### src/rtl/dsi_lane_arbiter.sv
// Shares the DSI lanes controller word interface between a video source (src0) and a
// command source (src1), sequencing lane/clock enable, streaming and the inter-packet gap.
module dsi_lane_arbiter #(
    parameter int READY_TIMEOUT  = 1024,
    parameter int GAP_CYCLES     = 8,
    parameter int CLK_CONTINUOUS = 0,
    parameter int CNT_W          = 16
) (
    input  logic        clk_sys,
    input  logic        rst,

    input  logic        s0_req,
    input  logic [31:0] s0_data,
    input  logic [3:0]  s0_strb,
    input  logic        s0_valid,
    input  logic        s0_last,
    output logic        s0_ready,

    input  logic        s1_req,
    input  logic [31:0] s1_data,
    input  logic [3:0]  s1_strb,
    input  logic        s1_valid,
    input  logic        s1_last,
    output logic        s1_ready,

    output logic [31:0] iface_write_data,
    output logic [3:0]  iface_write_strb,
    output logic        iface_write_rqst,
    output logic        iface_last_word,
    input  logic        iface_data_rqst,

    output logic        lines_enable,
    output logic        clock_enable,
    input  logic        lines_ready,
    input  logic        clock_ready,
    input  logic        data_underflow_error,

    output logic [1:0]  grant,
    output logic        busy,
    output logic        err_timeout,
    output logic        err_underflow,
    input  logic        err_clear
);

    localparam logic [CNT_W-1:0] TIMEOUT_LAST = CNT_W'(READY_TIMEOUT - 1);
    localparam logic [CNT_W-1:0] GAP_LAST     = CNT_W'(GAP_CYCLES - 1);

    typedef enum logic [1:0] {IDLE, ENABLE, STREAM, GAP} state_t;

    state_t           state;
    state_t           state_next;
    logic [1:0]       grant_q;
    logic [1:0]       grant_next;
    logic             last_grant;
    logic             last_grant_next;
    logic [CNT_W-1:0] cnt;
    logic [CNT_W-1:0] cnt_next;
    logic             clk_latched;
    logic             err_underflow_q;

    logic             lanes_up;
    logic             xfer;
    logic             sel_valid;
    logic             sel_last;
    logic [31:0]      sel_data;
    logic [3:0]       sel_strb;

    assign lanes_up  = lines_ready & clock_ready;
    assign sel_valid = grant_q[1] ? s1_valid : s0_valid;
    assign sel_last  = grant_q[1] ? s1_last  : s0_last;
    assign sel_data  = grant_q[1] ? s1_data  : s0_data;
    assign sel_strb  = grant_q[1] ? s1_strb  : s0_strb;
    assign xfer      = (state == STREAM) & sel_valid & iface_data_rqst;

    // last_grant resets to src1 so that src0 wins the first simultaneous request.
    always_ff @(posedge clk_sys or posedge rst) begin
        if (rst) begin
            state      <= IDLE;
            grant_q    <= 2'b00;
            last_grant <= 1'b1;
            cnt        <= '0;
        end else begin
            state      <= state_next;
            grant_q    <= grant_next;
            last_grant <= last_grant_next;
            cnt        <= cnt_next;
        end
    end

    always_ff @(posedge clk_sys or posedge rst) begin
        if (rst) begin
            clk_latched     <= 1'b0;
            err_underflow_q <= 1'b0;
        end else begin
            if (state == ENABLE)
                clk_latched <= 1'b1;
            if (data_underflow_error)
                err_underflow_q <= 1'b1;
            else if (err_clear)
                err_underflow_q <= 1'b0;
        end
    end

    always_comb begin
        state_next      = state;
        grant_next      = grant_q;
        last_grant_next = last_grant;
        cnt_next        = cnt;
        case (state)
            IDLE: begin
                if (s0_req && (!s1_req || last_grant)) begin
                    grant_next      = 2'b01;
                    last_grant_next = 1'b0;
                    cnt_next        = '0;
                    state_next      = ENABLE;
                end else if (s1_req) begin
                    grant_next      = 2'b10;
                    last_grant_next = 1'b1;
                    cnt_next        = '0;
                    state_next      = ENABLE;
                end
            end
            ENABLE: begin
                cnt_next = cnt + CNT_W'(1);
                if (lanes_up) begin
                    state_next = STREAM;
                end else if (cnt == TIMEOUT_LAST) begin
                    state_next = GAP;
                    cnt_next   = '0;
                end
            end
            STREAM: begin
                if (xfer && sel_last) begin
                    state_next = GAP;
                    cnt_next   = '0;
                end
            end
            GAP: begin
                // The minimum gap is served first; only then do we wait for the lanes to report LP.
                if (cnt < GAP_LAST)
                    cnt_next = cnt + CNT_W'(1);
                else if (!lines_ready)
                    state_next = IDLE;
            end
            default: state_next = IDLE;
        endcase
    end

    always_comb begin
        s0_ready         = 1'b0;
        s1_ready         = 1'b0;
        iface_write_data = '0;
        iface_write_strb = '0;
        iface_write_rqst = 1'b0;
        iface_last_word  = 1'b0;
        lines_enable     = 1'b0;
        clock_enable     = (CLK_CONTINUOUS != 0) & clk_latched;
        grant            = 2'b00;
        busy             = (state != IDLE);
        err_timeout      = 1'b0;
        case (state)
            ENABLE: begin
                lines_enable = 1'b1;
                clock_enable = 1'b1;
                grant        = grant_q;
                err_timeout  = !lanes_up && (cnt == TIMEOUT_LAST);
            end
            STREAM: begin
                lines_enable     = 1'b1;
                clock_enable     = 1'b1;
                grant            = grant_q;
                iface_write_data = sel_data;
                iface_write_strb = sel_strb;
                iface_last_word  = sel_last;
                iface_write_rqst = sel_valid;
                s0_ready         = grant_q[0] & s0_valid & iface_data_rqst;
                s1_ready         = grant_q[1] & s1_valid & iface_data_rqst;
            end
            default: ;
        endcase
    end

    assign err_underflow = err_underflow_q;

endmodule

### config.mk
export PLATFORM = sky130hd
export DESIGN_NAME = dsi_lane_arbiter
export DESIGN_NICKNAME = d
export VERILOG_FILES = /design/src/rtl/dsi_lane_arbiter.sv
export SDC_FILE = /design/constraint.sdc
export NUM_CORES = 1
export LEC_CHECK = 0
export ABC_AREA = 1
export ABC_CLOCK_PERIOD_IN_PS = 2600
export BUFFER_PORTS_ARGS = -buffer_cell sky130_fd_sc_hd__buf_2
export CORE_MARGIN = 2
export CORE_UTILIZATION = 44
export DETAILED_ROUTE_END_ITERATION = 16
export GPL_ROUTABILITY_DRIVEN = 0
export PLACE_DENSITY = 0.83
export SYNTH_ARGS = -nofsm -noshare
export SYNTH_HDL_FRONTEND = slang
export SYNTH_SLANG_ARGS = --single-unit
### constraint.sdc
create_clock -name clk_sys -period 2.6 [get_ports clk_sys]
set_clock_uncertainty 0.15 [all_clocks]
set_input_delay 0.52 -clock clk_sys [delete_from_list [all_inputs] [get_ports clk_sys]]
set_output_delay 0.52 -clock clk_sys [all_outputs]
set_load 0.005 [all_outputs]
==> impl_metrics.ini <==
[floorplanning]
start_util = 0.454
core_mm2 = 0.00472
dieArea_mm2 = 0.00544
die-width_um = 73.8
row_count = 25
io_pins = 132
dieHeight_um = 73.8

[worst_setup_path]
path_cells = ha_1, nand2_1, nor2_1, nand2_1, nor2_1, nand4_1, nor2_1, buf_2
timing.critical_path.mode_cell = nor2_1
worstPathRequired_ns = 1.93
worst-path-max-fanout = 5
critPathKind = reg2out
worstSetupStartpoint = cnt[0]
path_buf_inv = 1
slowest_delay_ns = 0.41
cp_top_family = simple AND/OR/NAND/NOR gates
cp.arrival_ns = 1.78
crit_slowest_cell = dfrtp_1
timing.rr.start = state[0]
cp-start-kind = flop
cp-end-kind = output pin

[clocking]
insertion_delay_ns = 0.27
cts_root_buf = clkbuf_8
tritoncts = yes
cts_buffers = 3
htree_levels = 1
cts-resized-gates = 0
clock_path_buffers = 2
cts-hold-fix-buffers = 0
post-cts-setup-buffers = 0
cts_sinks = 22
clk_pin_slew_ns = 0.08

[timing]
relSlewSlack = 0.415
tightest_slew_ns = 0.876
slew_violations = 0
fmax_mhz = 409
grt_setup_unrepaired = false
fin_setup_tns_ns = 0
hold_viol = 0
min_period_ns = 2.45
worst_slack_ns = 0.154
finalCritPeriodShare = 0.941
setup_viol = 0
fin_hold_ws_ns = 0.267

[grt]
met3_usage = 0.0206
grt_max_degree = 41
grt_busiest_layer = met2
antenna_found_initial = 1
grt_pass1_vias = 2539
grt_first_pass_wirelength_mm = 11.1
grt-ovfl-total = 0
grt_use_total = 0.256
grt.met2_usage = 0.430
met1_usage = 0.347

[synthesis]
synth_seq_area_share = 0.258
yosys_warnings = 0
yosysTopAreaCell = dfrtp_1
netlist.area_leader.share = 0.245
synthFlopType = dfrtp_1
syn_area_per_cell_um2 = 5.73
ys_ff_latch = 22
synth_cell_types = 28
synth.area.top_cells = dfrtp_1 (25%), nor2_1 (19%), nand2_1 (14%)
synth-edff-count = 0
syn-num-nets = 464
synthesis.area_mm2 = 0.00214
syn_inst = 374
async_reset_ff_frac = 1.00

[final_layout]
register_area_um2 = 552
fill_cells = 423
multi_input_area_mm2 = 0.00137
stdcell_area_mm2 = 0.00290
layout-drive-gt1-share = 0.301
final_common_cell = buf_2
nNetsFinal = 590
area_delta_synth_final_pct = 35.5
mostFrequentLayoutCells = buf_2 (131), nor2_1 (106), nand2_1 (81)

[min_path]
worstHoldPathType = in2async

[place]
dpl_cell_area_mm2 = 0.00286
port_buffers = 131
pre_cts_ws_ns = 0.474
dp_hpwl_mm = 5.78

[route]
firstDrtPassIters = 5
drc = 0
drtIter0Drc = 211
routed_wl_mm = 7.16
via_per_inst = 5.02
antenna_left = 0
wl_per_cell_um = 12.6
vias = 2846

[power]
max-vdd-ir-drop_v = 0.000578
p_leak_uw = 0.00167
power_density_mw_per_mm2 = 757

[run_status]
status = completed

[run]
cap_viol_max_count = 0
-- cells in the mapped netlist (2+ instances only) --
cell      instances
dfrtp_1          21
o21bai_1          4
xor2_1            2
inv_1            39
ha_1              5
o21ai_2           3
o211ai_1          5
nand2_1          81
o21ai_0          45
nand4_1           9
a21oi_1           5
nand3_1          17
o21ai_1           4
nor2_1          106
nor3_1            2
clkbuf_1         14
-- routing by layer --
layer	routed length, um	up-vias	share of wire
met5	0	-	0
met2	3580	116	0.50
met1	3040	1278	0.42
met3	384	14	0.054
li1	-	1438	-
met4	153	0	0.021
-- final cells by class --
class | count | area share
antenna | 1 | 0.000862
multi-input combinational | 295 | 0.470
inverter | 41 | 0.0530
tap | 67 | 0.0289
timing repair buffer | 137 | 0.241
clock buffer | 4 | 0.0155
sequential | 22 | 0.190
-- kinds of logic after synthesis --
kind of cell | after synthesis | share of synthesized area
XOR/XNOR | 2 | 0.00818
adder cells (fa/ha/maj) | 5 | 0.0292
AO/OA/AOI/OAI | 68 | 0.181
AND/OR/NAND/NOR | 220 | 0.419
buffers and inverters | 57 | 0.105
flip-flops | 22 | 0.258
-- sequential cells by signal (all words and copies together) (netlist names) --
| signal | flops |
|---|---|
| last_grant | 1 |
| err_underflow | 1 |
| grant_q | 2 |
| state | 2 |
| cnt | 16 |
-- final timing paths --
| kind | cells past startpoint | slack [ns] | end |
|---|---|---|---|
| worst max-delay path | 8 | 0.15 | err_timeout |
| worst min-delay path | 2 | 0.27 | cnt[7] |
| worst max register to register | 10 | 0.44 | cnt[8] |
| worst min register to register | 2 | 0.37 | err_underflow |
| max in group asynchronous | 2 | 1.49 | cnt[12] |
| min in group clk_sys | 2 | 0.27 | err_underflow |
-- report_power, final --
group / internal, uW / switching [uW] / total, uW
clock network: 110 / 118 / 228
logic: 558 / 950 / 1510
registers: 408 / 54.4 / 462
-- stage by stage --
step	utilization	power (uW)	cells
after floorplan	-	1420	374
after global placement	0.605	1910	562
after detailed placement	0.605	1970	562
after CTS	0.614	2200	566
after global routing	0.615	2420	567
final	0.615	2200	567
-- worst register-to-register path, stage by stage (launching register included) --
cell and delay [ns]:
dfrtp_1 0.44, inv_1 0.10, ha_1 0.31, nand2_1 0.15
clkinv_1 0.08, nand3_2 0.11, a21oi_4 0.25, nand2_4 0.19
inv_2 0.15, nand2_1 0.07, o21ai_0 0.08
(Power assumes the default switching activity.)
